==> config.mk <==
export PLATFORM = sky130hd
export DESIGN_NAME = database_dump_unit_flat
export DESIGN_NICKNAME = d
export VERILOG_FILES = /design/src/rtl/database_dump_unit_pkg.sv /design/src/rtl/database_dump_unit_if.sv /design/src/rtl/database_dump_unit_word_serializer.sv /design/src/rtl/database_dump_unit.sv /design/src/flat_wrapper.sv
export SDC_FILE = /design/constraint.sdc
export NUM_CORES = 1
export LEC_CHECK = 0
export CAP_MARGIN = 0
export CORE_ASPECT_RATIO = 0.7
export CORE_MARGIN = 1.5
export CORE_UTILIZATION = 46
export DETAILED_ROUTE_END_ITERATION = 16
export GPL_TIMING_DRIVEN = 0
export PLACE_DENSITY_LB_ADDON = 0.1
export SETUP_SLACK_MARGIN = 0.1
export SYNTH_ARGS = -nofsm -noshare
export SYNTH_HDL_FRONTEND = slang
export SYNTH_SLANG_ARGS = --single-unit
==> constraint.sdc <==
create_clock -name i_clock -period 1.5 [get_ports i_clock]
set_input_delay 0.225 -clock i_clock [delete_from_list [all_inputs] [get_ports i_clock]]
set_output_delay 0.225 -clock i_clock [all_outputs]
set_load 0.05 [all_outputs]
==> src/rtl/database_dump_unit_pkg.sv <==
// -----------------------------------------------------------------------------
// database_dump_unit_pkg
// Shared definitions for the debug-database dump unit:
//   - sizing constants (data word, control code, UART byte)
//   - database control codes (codes 0 and 3 clear the database, never used)
//   - fixed dump order table (PC, PC+4, INSTR, CYCLES)
//   - state encodings of the sequencing FSM and of the word serializer
// -----------------------------------------------------------------------------
package database_dump_unit_pkg;

    localparam int LONGITUD_INSTRUCCION = 32;
    localparam int CANT_BITS_CONTROL    = 3;
    localparam int NB_BYTE              = 8;
    localparam int NUM_WORDS            = 4;

    localparam logic [2:0] CTRL_CAPTURE   = 3'd1;
    localparam logic [2:0] CTRL_PC        = 3'd2;
    localparam logic [2:0] CTRL_PC_PLUS_4 = 3'd4;
    localparam logic [2:0] CTRL_INSTR     = 3'd5;
    localparam logic [2:0] CTRL_CYCLES    = 3'd6;
    // Freezing the database reuses the PC read code: it only selects a field
    // and never clears or advances anything.
    localparam logic [2:0] CTRL_HOLD      = 3'd2;

    // Dump order table: word index -> database read code.
    function automatic logic [2:0] dump_code(input logic [1:0] word_idx);
        case (word_idx)
            2'd0:    dump_code = CTRL_PC;
            2'd1:    dump_code = CTRL_PC_PLUS_4;
            2'd2:    dump_code = CTRL_INSTR;
            default: dump_code = CTRL_CYCLES;
        endcase
    endfunction

    typedef enum logic [2:0] {
        ST_IDLE,
        ST_SET_CODE,
        ST_WAIT_DATA,
        ST_LOAD,
        ST_SERIALIZE,
        ST_NEXT_WORD,
        ST_DONE
    } dump_state_e;

    typedef enum logic [1:0] {
        SER_IDLE,
        SER_SEND,
        SER_WAIT_TX
    } ser_state_e;

endpackage

==> src/rtl/database_dump_unit_if.sv <==
// -----------------------------------------------------------------------------
// database_dump_unit_if
// Byte link between the dump unit (master) and the UART transmitter (slave).
//   o_tx_start : master -> slave, one-cycle pulse launching a byte
//   o_tx_data  : master -> slave, byte to send
//   i_tx_done  : slave -> master, one-cycle pulse when the byte has left
// Handshake: the master pulses o_tx_start for exactly one cycle and then holds
// o_tx_data stable until it samples i_tx_done high. A done pulse arriving in
// the start cycle or while no byte is outstanding is ignored by the master.
// At most one byte is outstanding at any time.
// -----------------------------------------------------------------------------
interface database_dump_unit_if #(
    parameter int NB_BYTE = 8
) ();
    logic               o_tx_start;
    logic [NB_BYTE-1:0] o_tx_data;
    logic               i_tx_done;

    modport master (
        output o_tx_start,
        output o_tx_data,
        input  i_tx_done
    );

    modport slave (
        input  o_tx_start,
        input  o_tx_data,
        output i_tx_done
    );
endinterface

==> src/rtl/database_dump_unit_word_serializer.sv <==
// -----------------------------------------------------------------------------
// database_dump_unit_word_serializer
// Loads one data word and sends it MSB-first, one byte at a time, over a
// start/done byte handshake.
// Ports:
//   clk_i, rst_i   : clock, synchronous active-high reset
//   load_i         : capture word_i and start sending (accepted in SER_IDLE)
//   word_i         : word to serialize
//   tx_done_i      : byte finished (counted only in SER_WAIT_TX)
//   tx_start_o     : one-cycle byte launch pulse
//   tx_data_o      : current byte, top byte of the shift register
//   word_done_o    : one-cycle pulse when the last byte is acknowledged
//   state_o        : current serializer state (debug)
// -----------------------------------------------------------------------------
module database_dump_unit_word_serializer
    import database_dump_unit_pkg::*;
#(
    parameter int W  = 32,
    parameter int NB = 8
) (
    input  logic          clk_i,
    input  logic          rst_i,
    input  logic          load_i,
    input  logic [W-1:0]  word_i,
    input  logic          tx_done_i,
    output logic          tx_start_o,
    output logic [NB-1:0] tx_data_o,
    output logic          word_done_o,
    output ser_state_e    state_o
);
    localparam int NUM_BYTES = W / NB;
    localparam int BIDX_W    = (NUM_BYTES > 1) ? $clog2(NUM_BYTES) : 1;
    localparam logic [BIDX_W-1:0] LAST_BYTE = BIDX_W'(NUM_BYTES - 1);

    ser_state_e        state_q, state_d;
    logic [W-1:0]      shift_q, shift_d;
    logic [BIDX_W-1:0] byte_idx_q, byte_idx_d;

    always_ff @(posedge clk_i) begin
        if (rst_i) begin
            state_q    <= SER_IDLE;
            shift_q    <= '0;
            byte_idx_q <= '0;
        end else begin
            state_q    <= state_d;
            shift_q    <= shift_d;
            byte_idx_q <= byte_idx_d;
        end
    end

    always_comb begin
        state_d     = state_q;
        shift_d     = shift_q;
        byte_idx_d  = byte_idx_q;
        tx_start_o  = 1'b0;
        word_done_o = 1'b0;
        case (state_q)
            SER_IDLE: begin
                if (load_i) begin
                    shift_d    = word_i;
                    byte_idx_d = '0;
                    state_d    = SER_SEND;
                end
            end
            SER_SEND: begin
                // tx_done_i is deliberately not looked at here: a done in the
                // launch cycle cannot belong to this byte.
                tx_start_o = 1'b1;
                state_d    = SER_WAIT_TX;
            end
            SER_WAIT_TX: begin
                if (tx_done_i) begin
                    if (byte_idx_q == LAST_BYTE) begin
                        word_done_o = 1'b1;
                        state_d     = SER_IDLE;
                    end else begin
                        shift_d    = shift_q << NB;
                        byte_idx_d = byte_idx_q + 1'b1;
                        state_d    = SER_SEND;
                    end
                end
            end
            default: state_d = SER_IDLE;
        endcase
    end

    // Driven from the register so the byte stays stable until tx_done_i.
    assign tx_data_o = shift_q[W-1 -: NB];
    assign state_o   = state_q;

endmodule

==> src/rtl/database_dump_unit.sv <==
// -----------------------------------------------------------------------------
// database_dump_unit
// Dumps the MIPS debug database over the UART: on i_start it steps the
// database control code through PC, PC+4, INSTR and CYCLES, samples each
// registered data word and sends it as 4 bytes MSB-first. Between dumps the
// database is kept in capture (i_run) or hold mode.
// Ports:
//   i_clock, i_soft_reset : clock, synchronous active-high reset
//   i_run                 : pipeline stepping, database captures every cycle
//   i_start               : one-cycle pulse, begin a full dump
//   i_dato                : registered database data word
//   o_control             : control code to the database (registered)
//   o_busy                : dump in progress
//   o_done                : one-cycle pulse at end of dump
//   o_dbg_state           : sequencing FSM state (debug)
//   o_dbg_ser_state       : serializer state (debug)
//   tx                    : byte link to the UART transmitter (master side)
// -----------------------------------------------------------------------------
module database_dump_unit
    import database_dump_unit_pkg::*;
#(
    parameter int LONGITUD_INSTRUCCION = database_dump_unit_pkg::LONGITUD_INSTRUCCION,
    parameter int CANT_BITS_CONTROL    = database_dump_unit_pkg::CANT_BITS_CONTROL,
    parameter int NB_BYTE              = database_dump_unit_pkg::NB_BYTE
) (
    input  logic                            i_clock,
    input  logic                            i_soft_reset,
    input  logic                            i_run,
    input  logic                            i_start,
    input  logic [LONGITUD_INSTRUCCION-1:0] i_dato,
    output logic [CANT_BITS_CONTROL-1:0]    o_control,
    output logic                            o_busy,
    output logic                            o_done,
    output dump_state_e                     o_dbg_state,
    output ser_state_e                      o_dbg_ser_state,
    database_dump_unit_if.master            tx
);
    localparam logic [1:0] LAST_WORD = 2'(NUM_WORDS - 1);

    dump_state_e                  state_q, state_d;
    logic [1:0]                   word_idx_q, word_idx_d;
    logic [CANT_BITS_CONTROL-1:0] control_q, control_d;
    logic [CANT_BITS_CONTROL-1:0] idle_control;
    logic                         ser_load;
    logic                         ser_word_done;

    assign idle_control = i_run ? CANT_BITS_CONTROL'(CTRL_CAPTURE)
                                : CANT_BITS_CONTROL'(CTRL_HOLD);

    always_ff @(posedge i_clock) begin
        if (i_soft_reset) begin
            state_q    <= ST_IDLE;
            word_idx_q <= '0;
            control_q  <= CANT_BITS_CONTROL'(CTRL_HOLD);
        end else begin
            state_q    <= state_d;
            word_idx_q <= word_idx_d;
            control_q  <= control_d;
        end
    end

    // The read code is registered on the transition into SET_CODE, so it is
    // already on o_control while in SET_CODE and stays there until the word
    // has been fully sent; CAPTURE can never appear mid-dump.
    always_comb begin
        state_d    = state_q;
        word_idx_d = word_idx_q;
        control_d  = control_q;
        ser_load   = 1'b0;
        case (state_q)
            ST_IDLE, ST_DONE: begin
                word_idx_d = '0;
                if (i_start) begin
                    control_d = CANT_BITS_CONTROL'(dump_code(2'd0));
                    state_d   = ST_SET_CODE;
                end else begin
                    control_d = idle_control;
                    state_d   = ST_IDLE;
                end
            end
            ST_SET_CODE:  state_d = ST_WAIT_DATA;
            // Database register updates on the edge closing SET_CODE.
            ST_WAIT_DATA: state_d = ST_LOAD;
            ST_LOAD: begin
                ser_load = 1'b1;
                state_d  = ST_SERIALIZE;
            end
            ST_SERIALIZE: begin
                if (ser_word_done) state_d = ST_NEXT_WORD;
            end
            ST_NEXT_WORD: begin
                if (word_idx_q == LAST_WORD) begin
                    state_d = ST_DONE;
                end else begin
                    word_idx_d = word_idx_q + 2'd1;
                    control_d  = CANT_BITS_CONTROL'(dump_code(word_idx_q + 2'd1));
                    state_d    = ST_SET_CODE;
                end
            end
            default: state_d = ST_IDLE;
        endcase
    end

    database_dump_unit_word_serializer #(
        .W  (LONGITUD_INSTRUCCION),
        .NB (NB_BYTE)
    ) u_serializer (
        .clk_i       (i_clock),
        .rst_i       (i_soft_reset),
        .load_i      (ser_load),
        .word_i      (i_dato),
        .tx_done_i   (tx.i_tx_done),
        .tx_start_o  (tx.o_tx_start),
        .tx_data_o   (tx.o_tx_data),
        .word_done_o (ser_word_done),
        .state_o     (o_dbg_ser_state)
    );

    assign o_control   = control_q;
    assign o_busy      = (state_q != ST_IDLE) && (state_q != ST_DONE);
    assign o_done      = (state_q == ST_DONE);
    assign o_dbg_state = state_q;

endmodule

==> src/flat_wrapper.sv <==
// flat-port wrapper written by rule: the top's interface ports become plain ports
module database_dump_unit_flat import database_dump_unit_pkg::*;
#(
    parameter int LONGITUD_INSTRUCCION = database_dump_unit_pkg::LONGITUD_INSTRUCCION,
    parameter int CANT_BITS_CONTROL    = database_dump_unit_pkg::CANT_BITS_CONTROL,
    parameter int NB_BYTE              = database_dump_unit_pkg::NB_BYTE
)
  (i_clock, i_soft_reset, i_run, i_start, i_dato, o_control, o_busy, o_done, o_dbg_state, o_dbg_ser_state, tx_o_tx_start, tx_o_tx_data, tx_i_tx_done);
  database_dump_unit_if #(.NB_BYTE(NB_BYTE)) tx_i ();
  input  logic i_clock;
  input  logic i_soft_reset;
  input  logic i_run;
  input  logic i_start;
  input  logic [LONGITUD_INSTRUCCION-1:0] i_dato;
  output logic [CANT_BITS_CONTROL-1:0] o_control;
  output logic o_busy;
  output logic o_done;
  output dump_state_e o_dbg_state;
  output ser_state_e o_dbg_ser_state;
  output wire logic [$bits(tx_i.o_tx_start)-1:0] tx_o_tx_start;
  output wire logic [$bits(tx_i.o_tx_data)-1:0] tx_o_tx_data;
  input wire logic [$bits(tx_i.i_tx_done)-1:0] tx_i_tx_done;
  assign tx_o_tx_start = tx_i.o_tx_start;
  assign tx_o_tx_data = tx_i.o_tx_data;
  assign tx_i.i_tx_done = tx_i_tx_done;
  database_dump_unit #(.LONGITUD_INSTRUCCION(LONGITUD_INSTRUCCION), .CANT_BITS_CONTROL(CANT_BITS_CONTROL), .NB_BYTE(NB_BYTE)) u_core (.i_clock(i_clock), .i_soft_reset(i_soft_reset), .i_run(i_run), .i_start(i_start), .i_dato(i_dato), .o_control(o_control), .o_busy(o_busy), .o_done(o_done), .o_dbg_state(o_dbg_state), .o_dbg_ser_state(o_dbg_ser_state), .tx(tx_i));
endmodule
# After elaboration in Yosys (flattened, before gate mapping)
# Cells that the tools add are included.
dict set report op_classes {
  addsub 2
  n_mul 0
  n_div 0
  magnitude_cmp 0
  eq_ne 18
  shifts 0
  muxes 28
  bitwise_logic 0
  n_reduce_logical 11
}
# cell count
set ops {}
lappend ops {{32-bit 2-to-1 mux} 3}
lappend ops {{32-bit one-hot mux with 2 select lines} 1}
lappend ops {{3-bit one-hot mux with 6 select lines} 1}
lappend ops {{2-bit 2-to-1 mux} 7}
lappend ops {{3-bit 2-to-1 mux} 4}
lappend ops {{3-bit equality test, second input constant} 3}
lappend ops {{3-bit one-hot mux with 3 select lines} 1}
lappend ops {{2-bit equality test, second input constant} 4}
lappend ops {{2-bit one-hot mux with 2 select lines} 2}
lappend ops {{1-bit 2-to-1 mux} 7}
lappend ops {{3-bit by 2-bit equality test with 1-bit output, second input constant} 2}
lappend ops {{2-bit inequality test, second input constant} 3}
lappend ops {{2-bit one-hot mux with 3 select lines} 1}
lappend ops {{3-bit one-hot mux with 2 select lines} 1}
lappend ops {{2-bit by 1-bit adder with 2-bit output, second input constant} 2}
lappend ops {{2-bit by 1-bit equality test with 1-bit output, second input constant} 2}
lappend ops {{2-bit logical NOT} 2}
lappend ops {{2-bit by 1-bit inequality test with 1-bit output, second input constant} 2}
lappend ops {{2-bit AND reduction} 2}
lappend ops {{4-bit AND reduction} 1}
lappend ops {{2-bit nonzero test} 2}
lappend ops {{3-bit by 1-bit equality test with 1-bit output, second input constant} 1}
lappend ops {{3-bit logical NOT} 1}
lappend ops {{3-bit inequality test, second input constant} 1}
lappend ops {{other kinds (3)} 3}
dict set report word_totals {
  ff_bits 44
  latchBits 0
  ramBits 0
  mem_bits_ro 0
  in_bits 37
  out_inout_bits 19
  elab_cells 65
  n_memories 0
}

# Depth between registers and ports, before layout
# Gate-level depths: netlist of run 1.
dict set report depth {
  ltp_word 6
  depth_mapped 6
}

# Modules after synthesis
# Synthesis of run 1 repeated with hierarchy kept, for this count alone.
dict set report unflattened {
  hier_cells 208
  area_unflattened_um2 2169.6
}
# mod n_inst cells_per_inst area_per_inst_um2 seq_area_each_um2
set modules_own_cells {}
lappend modules_own_cells {database_dump_unit_word_serializer 1 157 1716.6 720.7}
lappend modules_own_cells {database_dump_unit 1 51 452.9 160.2}

# Worst setup path before layout of run 1
# Ideal clock, no wire load.
dict set report synth_timing {
  kind {flip-flop to output port}
  startpoint {register u_core.state_q[0], in the netlist u_core.o_dbg_state[0]}
  endpoint {output port o_busy}
  arrival_ps 2193
  setup_slack_ps -918
  path_stages_with_launch 5
  cell_sequence {dfxtp_1 -> buf_2 -> nand3b_1 -> inv_1 -> a21oi_1}
}
dict set report synth_between {
  elab_chain_len 2
  word_cells_on_any_way 3
}
# item line_no
set synth_lines {}
lappend synth_lines {{from (decl)} database_dump_unit.sv:40} ;# dump_state_e state_q, state_d;
lappend synth_lines {{from (signal assigned)} database_dump_unit.sv:56} ;# state_q <= state_d;
lappend synth_lines {{3-bit inequality test / 3-bit nonzero test (equally long branches)} database_dump_unit.sv:120} ;# assign o_busy = (state_q != ST_IDLE) && (state_q != ST_DONE);
lappend synth_lines {{1-bit logical AND *} database_dump_unit.sv:120}
lappend synth_lines {{to (decl)} flat_wrapper.sv:16} ;# output logic o_busy;
# Mark *: on every way between the ends. The rest lies on a longest branch, timed or not.

# Worst setup path in the final report of run 1
# Same ends and word-level chain as after synthesis.

==> impl_metrics.env, run 1 <==
export IMPL_slew_viol_final=0
export IMPL_clock_path_buffers=2
export IMPL_place_area_sq_um=3261
export IMPL_fin_nets=361
export IMPL_ys_warn_count=0
export IMPL_place_hpwl_mm=4.446
export IMPL_synth_distinct_cells=47
export IMPL_syn_num_nets=281
export IMPL_io_pins=56
export IMPL_crit_buf_inv=3
export IMPL_synth_ff_type="dfxtp_1"
export IMPL_p_leak_nw=1.469
export IMPL_fp_dieArea_sq_um=6097
export IMPL_cts_buffers=5
export IMPL_cts_hold_buf=0
export IMPL_drt_iter0_markers=53
export IMPL_gp_congestion=0.8065
export IMPL_cpMostUsedCell="buf_6"
export IMPL_critPathSlowestCell="dfxtp_4"
export IMPL_slowest_delay_ns=0.36
export IMPL_slew_headroom=0.5010
export IMPL_cap_viol_max_count=0
export IMPL_remaining_drc_errors=0
export IMPL_outcome="complete, but fails checks"
export IMPL_routedWlPerCell_microns=17.32
export IMPL_grt_pass1_wl_mm=10.44
export IMPL_crit_type="reg2out"
export IMPL_postSynth_asyncResetShare=0
export IMPL_ir_worst_vdd_mv=0.5274
export IMPL_mostFrequentLayoutCells="a211oi_2 (38), dfxtp_1 (36), clkdlybuf4s50_1 (35)"
export IMPL_start_util=0.4850
export IMPL_fillers=418
export IMPL_rsz0062_at_grt="yes"
export IMPL_worstSkewPairLatency_ns=0.31
export IMPL_final_util=0.7088
export IMPL_antenna_cells=0
export IMPL_ys_seq_area_frac=0.3401
export IMPL_area_growth_pct=46.14
export IMPL_power_mw=3.026
export IMPL_critPathLaunchType="flop"
export IMPL_required_ns=1.27
export IMPL_clk_pin_slew_ns=0.09
export IMPL_tightestPinTransition_ns=0.7484
export IMPL_htree_levels=2
export IMPL_hold_class="in2reg"
export IMPL_path_cells="buf_6 -> nand3b_1 -> clkinvlp_4 -> a21oi_4 -> buf_6"
export IMPL_drt_pass1_iter_count=4
export IMPL_stdcell_area_sq_um=3785
export IMPL_vias=2202
export IMPL_cts_tree="yes"
export IMPL_drt_wl_total_mm=6.806
export IMPL_yosys_top_cells_area="dfxtp_1 (34%), a211oi_2 (18%), mux2i_1 (9.3%)"
export IMPL_final_cells=393
export IMPL_cts_root_buf="clkbuf_8"
export IMPL_grt_remaining_overflow=0
export IMPL_setup_viol=2
export IMPL_core_sq_um=5340
export IMPL_netlist_area_leader_share=0.3401
export IMPL_vias_per_cell=5.603
export IMPL_synth_edf_count=0
export IMPL_crit_arrival_ns=1.41
export IMPL_final_common_cell="a211oi_2"
export IMPL_grt_antenna_before_repair=0
export IMPL_whs_ns=0.4302
export IMPL_power_density_nw_per_um2=799.5
export IMPL_die_h_microns=65.78
export IMPL_synth_seq_cells=44
export IMPL_skew_ns=0.004192
export IMPL_ant_nets=0
export IMPL_yosysTopAreaCell="dfxtp_1"
export IMPL_max_freq_mhz=612.3
export IMPL_grt_start_max_net_pins=15
export IMPL_final_layout_size_suffix_gt1_frac=0.4455
export IMPL_die_w_microns=92.69
export IMPL_fin_ws_ns=-0.1331
export IMPL_synth_avg_cell_area_sq_um=10.79
export IMPL_violations="setup timing"
export IMPL_syn_cell_area_sq_um=2590
export IMPL_grt_usage=0.2269
export IMPL_cts_sinks=44
export IMPL_syn_inst=240
export IMPL_period_share=1.089
export IMPL_grt_pass1_vias=2059
export IMPL_portBuffers=54
export IMPL_crit_family="buffers and inverters"
export IMPL_cp_max_fo=6
export IMPL_hold_violations=0
export IMPL_fin_crit_ns=1.633
export IMPL_placed_cells=366
export IMPL_end_kind="output port"
export IMPL_core_rowCount=22
## synth_stat cells (2+ instances only)
| cell | n |
|---|---|
| dfxtp_1 | 44 |
| a211oi_2 | 38 |
| mux2i_1 | 24 |
| inv_1 | 14 |
| buf_4 | 11 |
| a211oi_1 | 10 |
| nand3b_1 | 10 |
| o32ai_1 | 9 |
| a21oi_1 | 7 |
| buf_2 | 6 |
| clkbuf_1 | 6 |
| buf_8 | 4 |
| ha_1 | 4 |
| nand2b_1 | 4 |
| buf_6 | 3 |
| nand3_1 | 3 |
| nor2_1 | 3 |
| or3_1 | 3 |
| a41oi_1 | 2 |
| and4bb_1 | 2 |
| buf_12 | 2 |
| nand2_1 | 2 |
| nand4b_1 | 2 |
| nand4bb_1 | 2 |
| o211ai_1 | 2 |
| o21ai_1 | 2 |
## where the power goes
group,internal [mW],switching [mW],leakage (nW)
Sequential,1.23,0.0500,0.362
Clock,0.495,0.445,0.0585
Combinational,0.389,0.422,1.05
Total,2.11,0.917,1.47
## cell families (layout without fill, tap and decap cells)
logic type                 Yosys count  count (layout)  synth area share
AOI/OAI and AO/OA                   80              80            0.3044
and+or+nand+nor                     40              40            0.1145
adders and majority gates            4               4           0.01932
muxes                               24              24           0.09275
xor gates and xnor gates             1               1          0.003382
DFF                                 44              44            0.3401
buffers and inverters               47             128            0.1256
## per-stage QoR
step,setup WS (ns),TNS [ns]
finish,-0.1331,-0.1562
global route,-0.1885,-0.2589
CTS,-0.1498,-0.1967
detailed placement,-0.5410,-9.164
global placement,-0.5418,-8.185
floorplan,-0.2470,-0.2470
## layout make-up
type / count / area [sq um] / share of cell area
inverters: 15 / 60.06 / 0.01587
repair buffers: 73 / 713.2 / 0.1884
multi-input cells: 149 / 1582 / 0.4179
flip-flops and latches: 44 / 903.4 / 0.2387
plain buffers: 32 / 326.6 / 0.08628
clock inverters: 3 / 41.29 / 0.01091
well taps: 72 / 90.09 / 0.02380
clock buffers: 5 / 68.82 / 0.01818
## sequential cells by signal (all words and copies together) (netlist names)
register	cells
u_core.o_control	3
u_core.u_serializer.byte_idx_q	2
u_core.o_dbg_state	3
u_core.u_serializer.shift_q	32
u_core.u_serializer.state_o	2
u_core.word_idx_q	2
## repair_timing
item | CTS | global route
resized for setup | 95 | 39
setup buffers | 10 | 6
gates cloned | 2 | 1
pin swaps | 26 | 15
endpoints found under the setup margin | 55 | 48
## path summary, 6_finish.rpt
check / cells past startpoint / to / slack, ns / startpoint
min reg2reg: 2 / u_core.u_serializer.shift_q[4] / 0.47 / u_core.u_serializer.shift_q[4]
max reg2reg: 6 / u_core.u_serializer.shift_q[17] / 0.06 / u_core.o_dbg_state[0]
max: 5 / o_busy / -0.13 / u_core.o_dbg_state[0]
min: 3 / u_core.o_control[2] / 0.43 / i_soft_reset
## tightest hold or removal path: cells and delay by family
family          cells  cell delay [ns]
compound gates      1             0.09
simple gates        1             0.20
buf+inv             1             0.18
## layer usage
layer | vias to the layer above | global-route usage | wire length [microns]
met3 | 9 | 0.04713 | 344
met5 | - | 0 | 0
met1 | 1066 | 0.3127 | 3274
met2 | 62 | 0.3483 | 3089
li1 | 1065 | - | -
met4 | 0 | 0.09091 | 97
(Power assumes the default switching activity.)
==> run 2: changes to the inputs <==
--- a/config.mk
+++ b/config.mk
@@ -8,7 +8,7 @@
 export CAP_MARGIN = 0
 export CORE_ASPECT_RATIO = 0.7
 export CORE_MARGIN = 1.5
-export CORE_UTILIZATION = 46
+export CORE_UTILIZATION = 45
 export DETAILED_ROUTE_END_ITERATION = 16
 export GPL_TIMING_DRIVEN = 0
 export PLACE_DENSITY_LB_ADDON = 0.1
==> run 2 against run 1 <==
  * The flow still finishes with violations (setup timing)
  * Flip-flop and latch count stayed put
  * Non-clock buffer count is 8 higher
  * Core utilization is 0.99 points higher
  * Register-to-register slack worse by 0.12 ns
  * Sequential power hardly changed
  * Clock skew is 0.0023 ns higher
  * Routed wire length is 5.7% higher
  * Global-route usage is 0.088 points lower
  * Critical path depth stayed put
  * Combinational power is 5.2% higher
  * Total power is 1.2% lower
  * Highest routed layer unchanged
==> impl_metrics.env, run 2 (synthesis gave the netlist of run 1 again) <==
export IMPL_cap_viol_max_count=0
export IMPL_place_hpwl_mm=4.494
export IMPL_vias_per_cell=5.621
export IMPL_path_cells="buf_6 -> nand3b_1 -> clkinvlp_4 -> buf_4 -> buf_8"
export IMPL_clk_pin_slew_ns=0.08
export IMPL_final_common_cell="a211oi_2"
export IMPL_mostFrequentLayoutCells="a211oi_2 (40), dfxtp_1 (37), clkdlybuf4s50_1 (35)"
export IMPL_routedWlPerCell_microns=17.95
export IMPL_area_growth_pct=49.71
export IMPL_outcome="complete, but fails checks"
export IMPL_cts_hold_buf=0
export IMPL_die_w_microns=93.68
export IMPL_required_ns=1.27
export IMPL_top_register="u_core.u_serializer.shift_q"
export IMPL_tightestPinTransition_ns=0.7282
export IMPL_max_freq_mhz=624.3
export IMPL_skew_ns=0.006475
export IMPL_fp_dieArea_sq_um=6227
export IMPL_grt_remaining_overflow=0
export IMPL_largest_reg_flops=32
export IMPL_crit_path_start="u_core.o_dbg_state[2]"
export IMPL_cts_sinks=44
export IMPL_r2r_start="u_core.o_dbg_state[0]"
export IMPL_slowest_delay_ns=0.37
export IMPL_slew_viol_final=0
export IMPL_dp_slack_ns=-0.5529
export IMPL_clock_path_buffers=2
export IMPL_final_cells=401
export IMPL_ir_worst_vdd_mv=0.5292
export IMPL_final_layout_size_suffix_gt1_frac=0.4347
export IMPL_grt_usage=0.2261
export IMPL_power_density_nw_per_um2=770.9
export IMPL_setup_viol=16
export IMPL_gp_congestion=0.8309
export IMPL_crit_arrival_ns=1.38
export IMPL_drt_iter0_markers=59
export IMPL_grt_antenna_before_repair=0
export IMPL_hold_start="i_soft_reset"
export IMPL_drt_pass1_iter_count=4
export IMPL_remaining_drc_errors=0
export IMPL_fin_crit_ns=1.602
export IMPL_p_leak_nw=1.535
export IMPL_vias=2254
export IMPL_drt_wl_total_mm=7.196
export IMPL_die_h_microns=66.48
export IMPL_portBuffers=54
export IMPL_fin_nets=369
export IMPL_fin_ws_ns=-0.1017
export IMPL_rsz0062_at_grt="yes"
export IMPL_ant_nets=0
export IMPL_critPathSlowestCell="dfxtp_4"
export IMPL_grt_start_max_net_pins=14
export IMPL_hold_violations=0
export IMPL_critPathLaunchType="flop"
export IMPL_grt_pass1_vias=2096
export IMPL_cts_root_buf="clkbuf_8"
export IMPL_cts_buffers=5
export IMPL_crit_type="reg2out"
export IMPL_end_kind="output port"
export IMPL_worstSkewPairLatency_ns=0.31
export IMPL_crit_family="buffers and inverters"
export IMPL_grt_pass1_wl_mm=10.57
export IMPL_hold_class="in2reg"
export IMPL_period_share=1.068
export IMPL_htree_levels=2
export IMPL_crit_buf_inv=4
export IMPL_slew_headroom=0.5145
export IMPL_io_pins=56
export IMPL_cp_max_fo=5
export IMPL_power_mw=2.989
export IMPL_antenna_cells=0
export IMPL_cts_tree="yes"
export IMPL_start_util=0.4801
export IMPL_core_rowCount=22
export IMPL_violations="setup timing"
export IMPL_placed_cells=366
export IMPL_core_sq_um=5395
-- run 2: area by class of cell --
cell class,count,area [sq um]
sequential,44,902.1
clock inverter,1,5.005
inverter,15,60.06
multi-input combinational,149,1544
buffer,32,332.8
timing repair buffer,81,845.8
fill,396,1518
clock buffer,7,97.59
tap,72,90.09
-- run 2: repair_timing --
item	CTS	global route
pin swaps	45	11
cloned	3	1
buffers inserted	10	14
gates resized for setup	94	30
endpoints found under the setup margin	54	51
-- run 2: through the flow --
stage | hold WS, ns | area (sq um) | utilization | TNS [ns]
2_1_floorplan | 0.4061 | 2630 | - | -0.2470
3_3_place_gp | 0.4636 | 3261 | 0.6044 | -8.326
3_5_place_dp | 0.4656 | 3261 | 0.6044 | -9.247
4_1_cts | 0.4317 | 3651 | 0.6767 | -0.2232
5_1_grt | 0.4835 | 3877 | 0.7187 | -1.743
6_report | 0.4518 | 3877 | 0.7187 | -0.4809
-- run 2: tightest hold or removal path, stage by stage --
cell and delay, ns:
clkbuf_1 0.19, nand2b_1 0.20, o32ai_1 0.09
-- run 2: final timing paths --
| check | end | slack, ns | cells past startpoint |
|---|---|---|---|
| setup / recovery | o_done | -0.10 | 5 |
| hold reg to reg | u_core.u_serializer.shift_q[1] | 0.47 | 2 |
| setup reg to reg | u_core.u_serializer.shift_q[31] | -0.06 | 7 |
| hold / removal | u_core.o_control[2] | 0.45 | 3 |
-- run 2: routing by layer --
metal	up-vias	global-route usage	routed length [microns]
met2	47	0.3533	3301
met3	7	0.04224	345
li1	1089	-	-
met5	-	0	0
met1	1111	0.3172	3482
met4	0	0.06716	65
-- run 2: where the power goes --
group / total (mW) / internal [mW] / switching (mW)
Combinational: 0.852 / 0.423 / 0.428
Sequential: 1.28 / 1.23 / 0.0512
Clock: 0.861 / 0.428 / 0.433
==> run 3: changes to the inputs <==
--- a/config.mk
+++ b/config.mk
@@ -5,13 +5,13 @@
 export SDC_FILE = /design/constraint.sdc
 export NUM_CORES = 1
 export LEC_CHECK = 0
-export CAP_MARGIN = 0
 export CORE_ASPECT_RATIO = 0.7
 export CORE_MARGIN = 1.5
 export CORE_UTILIZATION = 45
 export DETAILED_ROUTE_END_ITERATION = 16
 export GPL_TIMING_DRIVEN = 0
 export PLACE_DENSITY_LB_ADDON = 0.1
+export REMOVE_ABC_BUFFERS = 1
 export SETUP_SLACK_MARGIN = 0.1
 export SYNTH_ARGS = -nofsm -noshare
 export SYNTH_HDL_FRONTEND = slang
==> run 3 against run 2 <==
  * The run now ends clean
  * Highest routed layer unchanged
  * Register-to-register slack better by 0.19 ns
  * Total power down 7.8%
  * Clock power down 17%
  * First-iteration DRC count up 44%
  * Core utilization down 6.9 points
  * Via count down 6.6%
==> impl_metrics.env, run 3 (synthesis gave the netlist of run 1 again) <==
export IMPL_clock_path_buffers=2
export IMPL_p_leak_nw=1.350
export IMPL_fillers=454
export IMPL_die_w_microns=93.68
export IMPL_cts_hold_buf=0
export IMPL_final_common_cell="a211oi_2"
export IMPL_rsz0062_at_grt="yes"
export IMPL_area_growth_pct=35.36
export IMPL_skew_ns=0.007448
export IMPL_die_h_microns=66.48
export IMPL_start_util=0.4801
export IMPL_final_layout_size_suffix_gt1_frac=0.3826
export IMPL_crit_arrival_ns=1.24
export IMPL_max_freq_mhz=684.0
export IMPL_place_hpwl_mm=3.577
export IMPL_cts_root_buf="clkbuf_8"
export IMPL_slew_viol_final=0
export IMPL_ir_worst_vdd_mv=0.5518
export IMPL_vias=2106
export IMPL_drt_pass1_iter_count=6
export IMPL_power_density_nw_per_um2=785.7
export IMPL_grt_usage=0.2119
export IMPL_fin_crit_ns=1.462
export IMPL_grt_antenna_before_repair=0
export IMPL_htree_levels=2
export IMPL_fp_dieArea_sq_um=6227
export IMPL_setup_viol=0
export IMPL_cp_max_fo=6
export IMPL_stdcell_area_sq_um=3506
export IMPL_tightestPinTransition_ns=0.5441
export IMPL_grt_remaining_overflow=0
export IMPL_critPathLaunchType="flop"
export IMPL_final_util=0.6498
export IMPL_grt_pass1_wl_mm=10.16
export IMPL_ant_nets=0
export IMPL_slew_headroom=0.6373
export IMPL_drt_wl_total_mm=6.661
export IMPL_vias_per_cell=5.692
export IMPL_io_pins=56
export IMPL_routedWlPerCell_microns=18.00
export IMPL_end_kind="output port"
export IMPL_core_sq_um=5395
export IMPL_core_rowCount=22
export IMPL_r2r_start="u_core.o_dbg_state[2]"
export IMPL_cts_sinks=44
export IMPL_portBuffers=55
export IMPL_cts_tree="yes"
export IMPL_hold_violations=0
export IMPL_outcome="finished, final reports clean"
export IMPL_grt_start_max_net_pins=33
export IMPL_clk_pin_slew_ns=0.09
export IMPL_mostFrequentLayoutCells="a211oi_2 (38), dfxtp_1 (36), clkdlybuf4s50_1 (34)"
export IMPL_crit_path_start="u_core.o_dbg_state[0]"
export IMPL_remaining_drc_errors=0
export IMPL_grt_pass1_vias=1895
export IMPL_fin_nets=339
export IMPL_crit_type="reg2out"
export IMPL_hold_start="tx_i_tx_done"
export IMPL_antenna_cells=0
export IMPL_place_area_sq_um=3034
export IMPL_cts_buffers=5
export IMPL_period_share=0.9747
export IMPL_worstSkewPairLatency_ns=0.30
export IMPL_top_register="u_core.u_serializer.shift_q"
export IMPL_hold_class="in2reg"
export IMPL_largest_reg_flops=32
export IMPL_required_ns=1.27
export IMPL_gp_congestion=0.7465
export IMPL_cap_viol_max_count=0
export IMPL_drt_iter0_markers=85
-- run 3: cell types whose count changed in the layout (fill, tap and decap cells not counted), moves of 5 or more --
cell,previous run,this run
clkbuf_2,0,7
buf_6,13,1
a211oi_4,5,0
buf_4,28,16
a211oi_1,3,10
clkbuf_1,7,1
-- run 3: where the power goes --
part           leakage [nW]  switching [mW]  internal (mW)
clock network        0.0410           0.399          0.317
logic                 0.947           0.392          0.365
registers             0.362          0.0556           1.23
-- run 3: layer usage --
| layer | global-route usage | vias up | share of wire |
|---|---|---|---|
| li1 | - | 1036 | - |
| met1 | 0.3056 | 1020 | 0.49 |
| met2 | 0.3261 | 46 | 0.46 |
| met3 | 0.03767 | 4 | 0.043 |
| met4 | 0.05224 | 0 | 0.0032 |
| met5 | 0 | - | 0 |
-- run 3: worst max-delay path, stage by stage (launching register included) --
cell,delay [ns]
dfxtp_4,0.40
nand3b_1,0.16
inv_2,0.06
a21oi_2,0.14
buf_6,0.18
-- run 3: path summary, 6_finish.rpt --
path                                     to  slack (ns)  cells after the start
max reg2reg             u_core.o_control[1]        0.13                      4
min          u_core.u_serializer.state_o[0]        0.41                      3
max                                  o_busy        0.04                      4
min reg2reg  u_core.u_serializer.shift_q[4]        0.48                      2
-- run 3: timing repair --
item,in CTS,in global routing
resized for setup,81,20
setup buffers,8,13
endpoints found under the setup margin,60,47
pin swaps,5,5
endpoints found under the hold margin,0,0
cloned,3,1
-- run 3: final cells by class --
cell class,count,area [sq um],area share
sequential,44,903.4,0.2577
timing repair buffer,80,840.8,0.2398
clock inverter,1,5.005,0.001428
inverter,15,63.81,0.01820
tap,72,90.09,0.02570
clock buffer,6,72.57,0.02070
multi-input combinational,152,1530,0.4365
-- run 3: per-stage QoR --
step | std cells | power [mW] | hold WS (ns) | worst slack, ns | TNS, ns
after floorplan | 208 | 1.696 | 0.2896 | -0.9377 | -32.16
after global placement | 335 | 1.942 | 0.4624 | -1.342 | -52.75
after detailed placement | 338 | 1.960 | 0.4627 | -0.9598 | -28.80
after CTS | 356 | 2.709 | 0.4475 | -0.02975 | -0.02975
after global routing | 370 | 2.873 | 0.4394 | 0.006223 | 0
final | 370 | 2.755 | 0.4134 | 0.03800 | 0
